File: src/rtl/fun_pkg.sv
// Shared encodings, FSM states and sizing functions for the fun_root_mul arithmetic unit.
package fun_pkg;

  localparam logic MODE_CBRT = 1'b0;
  localparam logic MODE_SQRT = 1'b1;

  typedef enum logic [1:0] {
    IDLE = 2'd0,
    ROOT = 2'd1,
    MUL  = 2'd2
  } state_e;

  // Number of root bits (and recurrence steps) for a W-bit radicand.
  function automatic int root_digits(input int w, input logic mode);
    if (mode == MODE_SQRT) begin
      return (w + 1) / 2;
    end else begin
      return (w + 2) / 3;
    end
  endfunction

  function automatic int res_width(input int w);
    return w + (w + 1) / 2;
  endfunction

endpackage

File: src/rtl/fun_root.sv
// Restoring digit-recurrence integer root: cube root or square root, one root bit per step, MSB first.
module fun_root
  import fun_pkg::*;
#(
  parameter int W  = 8,
  parameter int RW = (W + 1) / 2
) (
  input  logic          clk,
  input  logic          rst,
  input  logic          i_init,
  input  logic          i_step,
  input  logic          i_mode,
  input  logic [W-1:0]  i_b,
  output logic [RW-1:0] o_root
);

  localparam int LW = W + 2 * RW + 4;
  localparam int SW = $clog2(3 * RW + 1);
  localparam int NC = root_digits(W, MODE_CBRT);
  localparam int NS = root_digits(W, MODE_SQRT);
  localparam logic [LW-1:0] ONE = {{(LW-1){1'b0}}, 1'b1};

  logic [RW-1:0] r_y;
  logic [W-1:0]  r_rem;
  logic [SW-1:0] r_s;
  logic          r_mode;

  logic [LW-1:0] w_y2;
  logic [LW-1:0] w_t;
  logic [LW-1:0] w_rem;
  logic [W-1:0]  w_diff;
  logic          w_fit;

  // Trial term for this digit and the restoring compare/subtract, all in a width wide enough for W=32.
  always_comb begin
    w_y2 = {{(LW-RW){1'b0}}, r_y} << 1;
    if (r_mode == MODE_SQRT) begin
      w_t = (w_y2 << 1) + ONE;
    end else begin
      w_t = (w_y2 + (w_y2 << 1)) * (w_y2 + ONE) + ONE;
    end
    w_rem  = {{(LW-W){1'b0}}, r_rem};
    w_fit  = (w_rem >> r_s) >= w_t;
    w_diff = W'(w_rem - (w_t << r_s));
  end

  // Recurrence state: partial root, remainder and current digit shift.
  always_ff @(posedge clk or negedge rst) begin
    if (!rst) begin
      r_y    <= '0;
      r_rem  <= '0;
      r_s    <= '0;
      r_mode <= MODE_CBRT;
    end else if (i_init) begin
      r_y    <= '0;
      r_rem  <= i_b;
      r_mode <= i_mode;
      r_s    <= (i_mode == MODE_SQRT) ? SW'(2 * (NS - 1)) : SW'(3 * (NC - 1));
    end else if (i_step) begin
      if (w_fit) begin
        r_y   <= w_y2[RW-1:0] | {{(RW-1){1'b0}}, 1'b1};
        r_rem <= w_diff;
      end else begin
        r_y   <= w_y2[RW-1:0];
      end
      r_s <= r_s - ((r_mode == MODE_SQRT) ? SW'(2'd2) : SW'(2'd3));
    end
  end

  assign o_root = r_y;

endmodule

File: src/rtl/fun_root_mul.sv
// result = a * floor(root(b)) with a start/busy/done handshake; square-root mode is built only with FUN_SQRT_EN.
module fun_root_mul
  import fun_pkg::*;
#(
  parameter int W = 8
) (
  input  logic                      clk,
  input  logic                      rst,
  input  logic                      start,
  input  logic                      mode_i,
  input  logic [W-1:0]              a_i,
  input  logic [W-1:0]              b_i,
  output logic [res_width(W)-1:0]   result,
  output logic                      busy,
  output logic                      done
);

  localparam int RES_W = res_width(W);
  localparam int RW    = root_digits(W, MODE_SQRT);
  localparam int NC    = root_digits(W, MODE_CBRT);
  localparam int NS    = root_digits(W, MODE_SQRT);
  localparam int CW    = $clog2(RW + 1);

  state_e           r_state, w_state_nxt;
  logic [W-1:0]     r_a;
  logic             r_mode;
  logic [CW-1:0]    r_cnt;
  logic [RES_W-1:0] r_acc, r_result, w_addend, w_acc_nxt;
  logic             r_busy, r_done;
  logic             w_mode_in, w_init, w_step, w_last, w_bit;
  logic [CW-1:0]    w_n;
  logic [RW-1:0]    w_root;

`ifdef FUN_SQRT_EN
  assign w_mode_in = mode_i;
`else
  assign w_mode_in = mode_i & MODE_CBRT;
`endif

  assign w_n    = (r_mode == MODE_SQRT) ? CW'(NS) : CW'(NC);
  assign w_last = (r_cnt == (w_n - CW'(1'b1)));
  assign w_init = (r_state == IDLE) && start;
  assign w_step = (r_state == ROOT);

  fun_root #(.W(W), .RW(RW)) u_root (
    .clk    (clk),
    .rst    (rst),
    .i_init (w_init),
    .i_step (w_step),
    .i_mode (w_mode_in),
    .i_b    (b_i),
    .o_root (w_root)
  );

  // Shift-add multiplier: root bit r_cnt selects a << r_cnt.
  always_comb begin
    w_bit = 1'b0;
    for (int i = 0; i < RW; i++) begin
      w_bit = (r_cnt == CW'(i)) ? w_root[i] : w_bit;
    end
    w_addend  = {{(RES_W-W){1'b0}}, r_a} << r_cnt;
    w_acc_nxt = w_bit ? (r_acc + w_addend) : r_acc;
  end

  // Next-state logic.
  always_comb begin
    w_state_nxt = r_state;
    case (r_state)
      IDLE:    if (start)  w_state_nxt = ROOT; else w_state_nxt = IDLE;
      ROOT:    if (w_last) w_state_nxt = MUL;  else w_state_nxt = ROOT;
      MUL:     if (w_last) w_state_nxt = IDLE; else w_state_nxt = MUL;
      default: w_state_nxt = IDLE;
    endcase
  end

  // State register.
  always_ff @(posedge clk or negedge rst) begin
    if (!rst) begin
      r_state <= IDLE;
    end else begin
      r_state <= w_state_nxt;
    end
  end

  // Operand latch, step counter, accumulator and registered outputs.
  always_ff @(posedge clk or negedge rst) begin
    if (!rst) begin
      r_a      <= '0;
      r_mode   <= MODE_CBRT;
      r_cnt    <= '0;
      r_acc    <= '0;
      r_result <= '0;
      r_busy   <= 1'b0;
      r_done   <= 1'b0;
    end else begin
      r_done <= 1'b0;
      case (r_state)
        IDLE: begin
          if (start) begin
            r_a    <= a_i;
            r_mode <= w_mode_in;
            r_cnt  <= '0;
            r_acc  <= '0;
            r_busy <= 1'b1;
          end
        end
        ROOT: begin
          r_cnt <= w_last ? '0 : (r_cnt + CW'(1'b1));
        end
        MUL: begin
          r_acc <= w_acc_nxt;
          r_cnt <= w_last ? '0 : (r_cnt + CW'(1'b1));
          if (w_last) begin
            r_result <= w_acc_nxt;
            r_busy   <= 1'b0;
            r_done   <= 1'b1;
          end
        end
        default: begin
          r_busy <= 1'b0;
        end
      endcase
    end
  end

  assign result = r_result;
  assign busy   = r_busy;
  assign done   = r_done;

endmodule

File: config.mk
export PLATFORM = sky130hd
export DESIGN_NAME = fun_root_mul
export DESIGN_NICKNAME = d
export VERILOG_FILES = /design/src/rtl/fun_pkg.sv /design/src/rtl/fun_root.sv /design/src/rtl/fun_root_mul.sv
export SDC_FILE = /design/constraint.sdc
export NUM_CORES = 1
export LEC_CHECK = 0
export BUFFER_PORTS_ARGS = -buffer_cell sky130_fd_sc_hd__buf_2
export CAP_MARGIN = 20
export CORE_ASPECT_RATIO = 0.8
export CORE_MARGIN = 1
export CORE_UTILIZATION = 45
export CTS_BUF_LIST = sky130_fd_sc_hd__clkbuf_8
export CTS_CLUSTER_SIZE = 14
export DETAILED_ROUTE_END_ITERATION = 12
export MAX_ROUTING_LAYER = met4
export SLEW_MARGIN = 10
export SYNTH_ARGS = -nofsm -noshare
export SYNTH_HDL_FRONTEND = slang
export SYNTH_SLANG_ARGS = --single-unit
File: constraint.sdc
create_clock -name clk -period 9.6 [get_ports clk]
set_input_delay 0.48 -clock clk [delete_from_list [all_inputs] [get_ports clk]]
set_output_delay 0.48 -clock clk [all_outputs]
set_load 0.03 [all_outputs]
======== Yosys cells after proc, flatten, opt, wreduce, memory -nomap -nowiden ========
Index checks and enable logic that the tools add are counted.
word-level totals
  register bits ........................... 55
  input bits .............................. 20
  output and inout bits ................... 14
operators by class
  magnitude comparators ................... 1
  shifts and indexed selects .............. 3
  reduce and logical (&&, ||, !) cells .... 14
  bitwise logic cells ..................... 1
  $add $sub $neg .......................... 7
  $mul .................................... 1
  equality and inequality tests ........... 7
  muxes and demuxes ....................... 27
operators with widths
  operator                                                                count
  12-bit 2-to-1 mux                                                       2
  8-bit 2-to-1 mux                                                        3
  12-bit case mux with 2 select lines                                     1
  20-bit by 1-bit adder with 20-bit output (second input constant)        1
  20-bit greater-or-equal comparator                                      1
  20-bit by 20-bit multiplier with 20-bit output                          1
  20-bit by 4-bit << shifter with 8-bit output                            1
  8-bit by 4-bit >> shifter with 20-bit output                            1
  4-bit 2-to-1 mux                                                        4
  12-bit adder                                                            1
  8-bit by 3-bit << shifter with 12-bit output                            1
  1-bit 2-to-1 mux                                                        10
  2-bit AND reduction                                                     5
  2-bit nonzero test                                                      4
  8-bit subtractor                                                        1
  5-bit by 6-bit adder with 7-bit output                                  1
  5-bit by 1-bit adder with 6-bit output (second input constant)          1
  3-bit by 2-bit equality test with 1-bit output (second input constant)  2
  3-bit 2-to-1 mux                                                        2
  2-bit case mux with 3 select lines                                      1
  3-bit case mux with 2 select lines                                      1
  2-bit 2-to-1 mux                                                        2
  2-bit != test (second input constant)                                   2
  4-bit by 2-bit subtractor with 4-bit output (second input constant)     1
  other kinds (11)                                                        11

======== Depth between registers and ports, before layout ========
Gate-level depths: netlist (run 1).
  depth in word-level cells ............... 8
  mapped depth ............................ 24
  depth with buffers taken out ............ 24

======== Hierarchy ========
From an unflattened synthesis (run 1), not the netlist that was laid out.
unflattened totals
  cells, all modules ...................... 661
  area total of the unflattened synthesis .. 5617.9 µm²
by module, submodules not included
  module        sequential area each (µm²)  area an instance (µm²)  times used  cells an instance
  fun_root      425.4                       2877.8                  1           349
  fun_root_mul  975.9                       2740.1                  1           312

======== Least setup slack after synthesis (run 1) ========
No wires, ideal clock.
  path kind ............................... register to register
  start point ............................. reg u_root.r_y[1] (netlist: u_root.o_root[1])
  end point ............................... reg u_root.r_rem[7]
  path buffers ............................ 0
  cell stages (with the launch flop) ...... 23
  period minus slack after synthesis ...... 5793 ps
  arrival time ............................ 5712 ps
  slack ................................... 3807 ps
  library setup time ...................... 82 ps
  cell sequence ........................... dfrtp_1 -> ha_1 -> fa_1 -> xnor2_1 -> and2_1 -> fa_1 -> inv_1 -> fa_1 -> fa_1 -> inv_1 -> ha_1 -> xor2_1 -> o21ai_0 -> nor2_1 -> a211oi_1 -> a21oi_1 -> or2_2 -> ha_1 -> nor2b_1 -> a311o_1 -> xnor2_1 -> or3_1 -> a31oi_1
between the ends
  longest elaborated chain between the ends .. 8
  elaborated cells on any way between the ends .. 12
  classes of those cells .................. add/sub (4); mul (1); order compare (1); shift (1); mux (3); reduce/logical (2)
RTL lines
  element                                                                                           line            source
  start: declaration                                                                                fun_root.sv:23  logic [RW-1:0] r_y;
  start signal: assignment                                                                          fun_root.sv:61  r_y <= w_y2[RW-1:0] | {{(RW-1){1'b0}}, 1'b1};
  start signal: assignment                                                                          fun_root.sv:64  r_y <= w_y2[RW-1:0];
  5-bit by 6-bit adder with 7-bit output or 5-bit by 1-bit adder with 6-bit output (tied branches)  fun_root.sv:40  w_t = (w_y2 + (w_y2 << 1)) * (w_y2 + ONE) + ONE;
  20-bit by 20-bit multiplier with 20-bit output *                                                  fun_root.sv:40
  20-bit by 1-bit adder with 20-bit output *                                                        fun_root.sv:40
  20-bit by 4-bit << shifter with 8-bit output                                                      fun_root.sv:44  w_diff = W'(w_rem - (w_t << r_s));
  8-bit subtractor                                                                                  fun_root.sv:44
  8-bit 2-to-1 mux                                                                                  fun_root.sv:60  if (w_fit) begin
  8-bit 2-to-1 mux                                                                                  fun_root.sv:59  end else if (i_step) begin
  8-bit 2-to-1 mux                                                                                  fun_root.sv:54  end else if (i_init) begin
  end signal: assignment                                                                            fun_root.sv:56  r_rem <= i_b;
  end signal: assignment                                                                            fun_root.sv:62  r_rem <= w_diff;
  end: declaration                                                                                  fun_root.sv:24  logic [W-1:0] r_rem;
Every way passes the cells marked *; elsewhere a longest branch is shown, timed or not. The select of a mux whose other input is x is not followed.
A chain may end at the register's enable or synchronous reset.

======== Final worst setup path (run 1) ========
  start point ............................. reg u_root.r_y[0] (netlist: u_root.o_root[0])
  end point ............................... reg u_root.r_rem[7]
The elaborated chain is that of the path after synthesis.

==> impl_metrics.json, run 1 <==
{
  "die_height_microns": 97.0,
  "maxCapViolCount": 0,
  "ir_drop_mv": 0.134,
  "rsz0062_at_grt": "no",
  "grt-ovfl-total": 0,
  "holdWs_ns": 0.252,
  "placed_cell_area_sq_um": 5320,
  "critical_path_class": "register to register",
  "grt_max_degree": 56,
  "cts_setup_buffers": 0,
  "io_pins": 34,
  "postSynthCellCount": 582,
  "yosys.cell_count.top_type": "nand2_1",
  "p_int_uw": 939,
  "reg2reg_setup_slack_ns": 3.10,
  "start_util_pct": 46.4,
  "slew_violations": 0,
  "clock_sinks": 55,
  "ff_latch_area_sq_um": 1380,
  "viasPerCell": 5.53,
  "p_clk_share_pct": 7.1,
  "endpoint_kind": "register",
  "num_vias": 4120,
  "syn-cell-area_sq_um": 5070,
  "crit_fanout": 15,
  "clock.fmax_mhz": 154,
  "startpoint": "u_root.o_root[0]",
  "path_cells": "ha_1 -> fa_1 -> xnor2_1 -> and2_1 -> fa_1 -> inv_1 -> fa_1 -> fa_1 -> inv_1 -> ha_1 -> xor2_1 -> o21ai_0 -> nor2_1 -> a211oi_1 -> a21oi_1 -> or2_2 -> ha_1 -> nor2b_1 -> a311o_1 -> xnor2_1 -> or3_1 -> a31oi_1",
  "dp_hpwl_mm": 8.77,
  "crit_path_top_delay_cell": "dfrtp_1",
  "worstRegToRegCells": 22,
  "ys.flop_type": "dfrtp_1",
  "power.switching_uw": 993,
  "regToRegStartpoint": "u_root.o_root[0]",
  "insertedDiodeCount": 0,
  "yosys-top-cells-area": "dfrtp_1 (27%), ha_1 (15%), nand2_1 (5.9%), mux2i_1 (5.7%), fa_1 (5.5%)",
  "tns_ns": 0,
  "htreeDepth": 2,
  "wl_per_cell_microns": 15.4,
  "fin_skew_ns": 0.0166,
  "cts-root-buf": "clkbuf_8",
  "die_w_microns": 121,
  "ant_nets": 0,
  "grt_usage_pct": 21.2,
  "hold_viol": 0,
  "post_synth.cell_area_avg_sq_um": 8.72,
  "crit_arrival_ns": 6.77,
  "drt_iter0_markers": 177,
  "synth_top_cell_by_area": "dfrtp_1",
  "hp-class": "primary input to asynchronous set/reset pin",
  "switching_share_pct": 51.4,
  "antenna_found_initial": 0,
  "first_pass_iters": 5,
  "synth_common_cells": "nand2_1 (80), ha_1 (62), dfrtp_1 (55), nor2_1 (49), inv_1 (40)",
  "final_layout_size_suffix_gt1_share_pct": 10.8,
  "clk_pin_slew_ns": 0.12,
  "timing.rr.end": "u_root.r_rem[7]",
  "critPathLaunchType": "register",
  "numCtsBuffers": 5,
  "core_region_area_sq_um": 10900,
  "period_share_pct": 67.7,
  "drc": 0,
  "combinationalPowerShare_pct": 69.7,
  "rows": 34,
  "grt_pass1_vias": 3952,
  "postLayoutCoreUtil_pct": 49.5,
  "grt_pass1_wl_mm": 19.2,
  "worst_pin_slew_ns": 1.04,
  "cts_tree": "done",
  "synth-edff-count": 0,
  "required_ns": 9.86,
  "dieArea_sq_um": 11700,
  "max_stage_delay_ns": 0.61,
  "ys_warn_count": 0,
  "synth_seq_area_share_pct": 27.1,
  "postCtsResizedCells": 0,
  "ys_seq_elements": 55,
  "finalSetupViolCount": 0,
  "gp_congestion": 0.858,
  "p_leak_uw": 0.00268,
  "p_seq_share_pct": 23.2,
  "synth_nets": 678,
  "area_growth_pct": 6.59,
  "async_flop_share_pct": 100,
  "synth_top_cell_area_share_pct": 27.1,
  "port_buffers": 32,
  "holdBufCountCts": 0,
  "fill_cells": 1058,
  "synth_cell_type_count": 57,
  "finish.instance_area_sq_um": 5410,
  "drt-total-wl_mm": 11.5,
  "max_slew_margin_pct": 30.3,
  "powerDensity_nw_per_um2": 357,
  "fin_nets": 696,
  "worstSkewPairLatency_ns": 0.34,
  "outcome": "finished, final reports clean",
  "cp_common_cell": "fa_1",
  "multi_input_area_sq_um": 3430,
  "cts.path.max_buffers": 2,
  "fin_crit_ns": 6.50
}
## power by group through the flow
| stage | Sequential (uW) | Clock [uW] | Combinational (uW) |
|---|---|---|---|
| after floorplan | 399 | 0 | 1120 |
| after global placement | 450 | 0 | 1310 |
| after detailed placement | 455 | 0 | 1340 |
| after CTS | 449 | 142 | 1350 |
| after global routing | 466 | 150 | 1520 |
| final | 448 | 137 | 1350 |
## per-stage QoR
stage                     setup WS [ns]  std cells  power (uW)
after detailed placement           3.17        737        1790
after global routing               2.62        745        2140
final                              3.10        745        1930
after global placement             3.27        737        1760
after floorplan                    3.81        582        1520
after CTS                          3.11        745        1940
## critical path: cells and delay by family, from the launching register on
kind / cells / cell delay, ns
xor+xnor: 3 / 0.75
flops: 1 / 0.61
fa+ha+maj: 7 / 2.82
buf+inv: 2 / 0.11
simple gates: 5 / 1.08
compound gates: 5 / 1.04
## registers in the layout (all words and copies together), names as in the netlist
register and flops:
r_acc 12, result 12, r_a 8, u_root.r_rem 8
u_root.o_root 4, u_root.r_s 4, r_cnt 3, r_state 2
busy 1, done 1
## layer usage
metal	global-route usage [%]	up-vias	share of wire, %
met1	31.5	1944	53
met4	4.56	0	1.1
met3	2.95	12	3.9
met5	-	-	0
li1	-	2083	-
met2	30.5	81	42
## area by class of cell
cell class | instances | area share [%]
multi-input combinational | 461 | 63.4
sequential | 55 | 25.5
tap | 144 | 3.33
timing repair buffer | 33 | 3.10
inverter | 44 | 3.05
clock buffer | 5 | 1.27
clock inverter | 3 | 0.370
## cells in the final DEF (no fill, tap or decap), types with 7 or more instances in the layout
master and instances:
fa_1 14, a22o_1 13, a31oi_1 10, o21ai_0 25, mux2_2 7, nor2_1 49
o21a_1 8, nor2b_1 11, dfrtp_1 55, and2_1 13, buf_2 32, nor3_1 12
a21o_1 10, a21oi_1 29, xnor2_1 13, a211oi_1 11, mux2i_1 29, ha_1 62
or2_2 7, nand2_1 80, inv_1 41
## logic make-up after synthesis
logic type,after synthesis,synth area share (%)
AO/OA/AOI/OAI,133,17.6
buffers and inverters,66,5.28
XOR/XNOR,18,3.11
AND/OR/NAND/NOR,196,17.9
flip-flops,55,27.1
adder cells (fa/ha/maj),76,20.8
multiplexers,38,8.16
## worst max-delay path by stage
stage	end	slack [ns]
2_1_floorplan	u_root.r_rem[7]	3.81
3_3_place_gp	u_root.r_rem[7]	3.27
3_5_place_dp	u_root.r_rem[7]	3.17
4_1_cts	u_root.r_rem[7]	3.11
5_1_grt	u_root.r_rem[7]	2.62
6_report	u_root.r_rem[7]	3.10
(Power assumes the default switching activity.)
==> inputs of run 2 (changes only) <==
Settings changed: ABC_AREA from default to 1.
Clock period 9.6 ns to 6.7 ns, I/O delays scaled along.
==> impl_metrics.json, run 2 <==
{
  "dieArea_sq_um": 11800,
  "die_w_microns": 121,
  "synthSimpleGateAreaFrac_pct": 26.3,
  "hold_viol": 0,
  "ys.flop_type": "dfrtp_1",
  "power.switching_uw": 1640,
  "synth_compound_area_share_pct": 13.5,
  "crit_fanout": 12,
  "synth-edff-count": 0,
  "worst_pin_slew_ns": 0.749,
  "slew_violations": 0,
  "powerDensity_nw_per_um2": 533,
  "async_flop_share_pct": 100,
  "num_vias": 4568,
  "p_int_uw": 1290,
  "synth_top_cell_by_area": "dfrtp_1",
  "postSynthCellCount": 713,
  "ir_drop_mv": 0.153,
  "clk_pin_slew_ns": 0.11,
  "grt_pass1_vias": 4220,
  "grt-ovfl-total": 0,
  "cts-root-buf": "clkbuf_8",
  "synth_cell_type_count": 46,
  "endpoint_kind": "register",
  "yosys.cell_count.top_type": "nand2_1",
  "synth_xor_area_share_pct": 2.39,
  "fill_cells": 1088,
  "drt-total-wl_mm": 11.7,
  "fin_nets": 834,
  "multi_input_area_sq_um": 3280,
  "dp_hpwl_mm": 9.40,
  "grt_usage_pct": 22.1,
  "clock.fmax_mhz": 185,
  "regToRegStartpoint": "u_root.o_root[0]",
  "final_layout_size_suffix_gt1_share_pct": 7.98,
  "holdBufCountCts": 1,
  "p_clk_share_pct": 6.7,
  "hp-class": "primary input to register",
  "required_ns": 6.97,
  "crit_path_top_delay_cell": "fa_1",
  "syn-cell-area_sq_um": 5130,
  "mostFrequentLayoutCell": "nand2_1",
  "cp_top_family": "adder cells",
  "yosys-top-cells-area": "dfrtp_1 (27%), ha_1 (15%), nand2_1 (15%), inv_1 (6.5%), fa_1 (5.5%)",
  "postCtsResizedCells": 0,
  "combinationalPowerShare_pct": 71.1,
  "port_buffers": 32,
  "ff_latch_area_sq_um": 1380,
  "max_slew_margin_pct": 50.0,
  "synth_seq_area_share_pct": 26.8,
  "critical_path_class": "register to register",
  "grt_pass1_wl_mm": 20.5,
  "cts.path.max_buffers": 2,
  "io_pins": 34,
  "grt_max_degree": 51,
  "htreeDepth": 2,
  "die_height_microns": 97.5,
  "p_leak_uw": 0.00296,
  "drc": 0,
  "startpoint": "u_root.o_root[0]",
  "post_synth.cell_area_avg_sq_um": 7.19,
  "p_seq_share_pct": 22.2,
  "finalSetupViolCount": 0,
  "max_stage_delay_ns": 0.54,
  "worstSkewPairLatency_ns": 0.32,
  "period_share_pct": 80.7,
  "rows": 34,
  "outcome": "finished, final reports clean",
  "clock_sinks": 55,
  "drt_iter0_markers": 258,
  "switching_share_pct": 56.0,
  "ys_seq_elements": 55,
  "core_region_area_sq_um": 11000,
  "viasPerCell": 5.17,
  "ant_nets": 0,
  "critPathBufInv": 4,
  "holdWs_ns": 0.207,
  "antenna_found_initial": 0,
  "tns_ns": 0,
  "synth_mux_area_share_pct": 1.20,
  "rsz0062_at_grt": "no",
  "start_util_pct": 46.7,
  "layout_common_cells": "nand2_1 (202), inv_1 (89), ha_1 (62)",
  "finalPower_uw": 2920,
  "synth_top_family_by_area": "simple AND/OR/NAND/NOR gates",
  "wl_per_cell_microns": 13.3,
  "synth_nets": 809,
  "fin_crit_ns": 5.40,
  "insertedDiodeCount": 0,
  "cts_setup_buffers": 0,
  "first_pass_iters": 5,
  "cp_common_cell": "nand2_1",
  "fin_skew_ns": 0.0155,
  "synth_top_cell_area_share_pct": 26.8,
  "critPathLaunchType": "register",
  "crit_arrival_ns": 5.67,
  "synth-adder-area-share_pct": 20.6,
  "numCtsBuffers": 5,
  "maxCapViolCount": 0,
  "cts_tree": "done",
  "synth_common_cells": "nand2_1 (202), inv_1 (89), ha_1 (62), dfrtp_1 (55), o21ai_0 (53)",
  "ys_warn_count": 0,
  "gp_congestion": 0.861,
  "area_growth_pct": 6.98,
  "worstHoldStart": "a_i[0]"
}
run 2: cell count changes after synthesis, moves of 17 or more:
cell and change:
nand2_1 +122, inv_1 +49, nand3_1 +46, o21ai_0 +28, mux2i_1 -24, o21ai_1 +17
run 2: worst paths after layout:
kind | cells past startpoint | to | slack, ns
worst max register to register | 26 | u_root.r_rem[7] | 1.30
worst max-delay path | 26 | u_root.r_rem[7] | 1.30
worst min register to register | 2 | result[7] | 0.49
min in group asynchronous | 2 | u_root.r_rem[1] | 0.35
max in group asynchronous | 3 | r_cnt[0] | 5.48
worst min-delay path | 3 | r_a[0] | 0.21
run 2: power groups by stage:
stage / clock network (uW) / registers [uW] / logic (uW)
2_1_floorplan: 0 / 634 / 1630
3_3_place_gp: 0 / 648 / 2030
3_5_place_dp: 0 / 654 / 2070
4_1_cts: 208 / 647 / 2080
5_1_grt: 220 / 677 / 2400
6_report: 197 / 649 / 2080
run 2: final cells by class:
| cell class | instances | area share, % |
|---|---|---|
| Clock buffer | 5 | 1.25 |
| Clock inverter | 3 | 0.502 |
| Inverter | 95 | 6.68 |
| Multi-Input combinational cell | 546 | 59.8 |
| Sequential cell | 55 | 25.1 |
| Tap cell | 144 | 3.29 |
| Timing Repair Buffer | 35 | 3.38 |
run 2: worst reg2reg max path: stages (launching register included):
cell and delay (ns):
dfrtp_1 0.53, ha_1 0.31, fa_1 0.41, xor2_1 0.32
nor2_1 0.11, fa_1 0.54, inv_1 0.05, fa_1 0.46
fa_1 0.54, inv_1 0.04, ha_1 0.34, nand2_1 0.11
nand2_1 0.09, nor2_1 0.10, o22ai_1 0.09, o22ai_1 0.17
inv_1 0.06, ha_1 0.31, a21oi_1 0.14, o21ai_0 0.09
a21oi_1 0.18, inv_1 0.06, nand3_1 0.08, nand3_1 0.08
nand2_1 0.07, nand2_1 0.05, nand2_1 0.05
run 2: per-stage QoR:
step	cell area (sq um)	instances	utilization (%)	worst slack (ns)
6_report	5480	883	50.0	1.30
4_1_cts	5480	883	50.0	1.30
3_3_place_gp	5380	874	49.0	1.34
2_1_floorplan	5130	713	-	1.84
5_1_grt	5480	883	50.0	0.888
3_5_place_dp	5380	874	49.0	1.33
run 2: cell families after synthesis:
logic type / after synthesis
buf+inv: 112
fa+ha+maj: 76
mux: 6
xor+xnor: 14
simple gates: 323
flops: 55
compound gates: 127
run 2: metal layers:
layer	part of all wire (%)	GRT usage (%)
met4	0.88	4.08
met2	40	30.2
met1	55	34.2
met3	4.1	3.23
met5	0	-
==> inputs of run 3 (changes only) <==
Clock period 6.7 ns to 5.3 ns, I/O delays scaled along.
==> impl_metrics.json, run 3 (same netlist as run 2, synthesis figures left out) <==
{
  "tns_ns": 0,
  "layout_common_cells": "nand2_1 (202), inv_1 (89), ha_1 (57)",
  "dieArea_sq_um": 11800,
  "powerDensity_nw_per_um2": 692,
  "crit_arrival_ns": 5.30,
  "htreeDepth": 2,
  "max_slew_margin_pct": 51.8,
  "port_buffers": 32,
  "slew_violations": 0,
  "critPathLaunchType": "register",
  "period_share_pct": 94.9,
  "mostFrequentLayoutCell": "nand2_1",
  "met2_length_mm": 4.99,
  "endpoint_kind": "register",
  "startpoint": "u_root.o_root[2]",
  "finalSetupViolCount": 0,
  "die_height_microns": 97.5,
  "drc": 0,
  "crit_fanout": 5,
  "regToRegStartpoint": "u_root.o_root[2]",
  "stdcell_count": 894,
  "grt_usage_pct": 22.3,
  "area_growth_pct": 10.3,
  "clock_sinks": 55,
  "gp_congestion": 0.892,
  "dpl.cell_count": 884,
  "grt-ovfl-total": 0,
  "fin_skew_ns": 0.00891,
  "viasPerCell": 5.19,
  "worst_pin_slew_ns": 0.722,
  "core_region_area_sq_um": 11000,
  "m1WireLength_mm": 6.36,
  "grt_max_degree": 37,
  "start_util_pct": 46.7,
  "drt_iter0_markers": 257,
  "clk_pin_slew_ns": 0.11,
  "hold_viol": 0,
  "num_vias": 4642,
  "worstHoldStart": "a_i[1]",
  "cts-root-buf": "clkbuf_8",
  "required_ns": 5.56,
  "ant_nets": 0,
  "grt_pass1_vias": 4326,
  "wl_per_cell_microns": 13.4,
  "max_stage_delay_ns": 0.54,
  "cp_common_cell": "inv_1",
  "insertedDiodeCount": 0,
  "clock.fmax_mhz": 199,
  "outcome": "finished, final reports clean",
  "io_pins": 34,
  "critical_path_class": "register to register",
  "antenna_found_initial": 0,
  "worstSkewPairLatency_ns": 0.32,
  "fin_crit_ns": 5.03,
  "crit_path_top_delay_cell": "fa_1",
  "top_layer_used": "met4",
  "placed_cell_area_sq_um": 5470,
  "p_leak_uw": 0.00302,
  "cts.path.max_buffers": 2,
  "fin_nets": 845,
  "final_layout_size_suffix_gt1_share_pct": 10.9,
  "maxCapViolCount": 0,
  "hp-class": "primary input to register",
  "finish.instance_area_sq_um": 5650,
  "postLayoutCoreUtil_pct": 51.5,
  "numCtsBuffers": 5,
  "dr_wl_met3_microns": 569,
  "ir_drop_mv": 0.232,
  "rows": 34,
  "first_pass_iters": 5,
  "cts_tree": "done",
  "drt-total-wl_mm": 12.0,
  "grt_pass1_wl_mm": 20.8,
  "dp_hpwl_mm": 9.61,
  "die_w_microns": 121
}
==> run 3: cell types whose count changed in the layout (fill, tap and decap cells not counted), sizes merged <==
| cell | delta |
|---|---|
| buf | +11 |
| inv | +1 |
| clkinv | -1 |
==> run 3: final timing paths <==
kind                               endpoint  slack (ns)  cells past startpoint
min in group asynchronous   u_root.r_rem[4]        0.41                      2
hold / removal                       r_a[1]        0.14                      3
max in group asynchronous  u_root.o_root[2]        4.03                      3
setup reg to reg            u_root.r_rem[7]        0.27                     29
setup / recovery            u_root.r_rem[7]        0.27                     29
hold reg to reg                   result[7]        0.48                      2
==> run 3: final cells by class <==
cell class / instances / area [sq um]
Sequential cell: 55 / 1380
Inverter: 95 / 367
Multi-Input combinational cell: 546 / 3350
Clock inverter: 3 / 25.0
Clock buffer: 5 / 68.8
Fill cell: 1118 / 5320
Tap cell: 144 / 180
Timing Repair Buffer: 46 / 280
==> run 3: what timing repair did <==
action | 4_1_cts | 5_1_grt
endpoints found under the hold margin | 19 | 0
endpoints found under the setup margin | 0 | 9
resized for setup | 0 | 13
hold buffers | 1 | 0
setup buffers | 0 | 1
==> run 3: routing by layer <==
layer	GRT usage, %	vias up
met5	-	-
met4	1.80	0
met3	3.05	2
met2	31.3	103
met1	34.8	2138
li1	-	2399
==> run 3: critical path: cells and delay by family (launching register included) <==
| kind | cells | cell delay [ns] |
|---|---|---|
| flops | 1 | 0.42 |
| simple gates | 11 | 0.72 |
| fa+ha+maj | 7 | 2.68 |
| buf+inv | 6 | 0.41 |
| compound gates | 5 | 0.72 |
==> run 3: metrics by stage <==
| stage | hold slack, ns | total power, uW | setup slack (ns) |
|---|---|---|---|
| after CTS | 0.132 | 3830 | 0.107 |
| after global placement | 0.224 | 3500 | 0.252 |
| after floorplan | -0.0306 | 2860 | 0.436 |
| after detailed placement | 0.234 | 3560 | 0.129 |
| final | 0.141 | 3910 | 0.269 |
| after global routing | 0.134 | 4400 | -0.0690 |
==> run 3: where the power goes <==
part           internal [uW]  switching [uW]
sequential               597             207
combinational           1070            1780
clock                   96.8             152
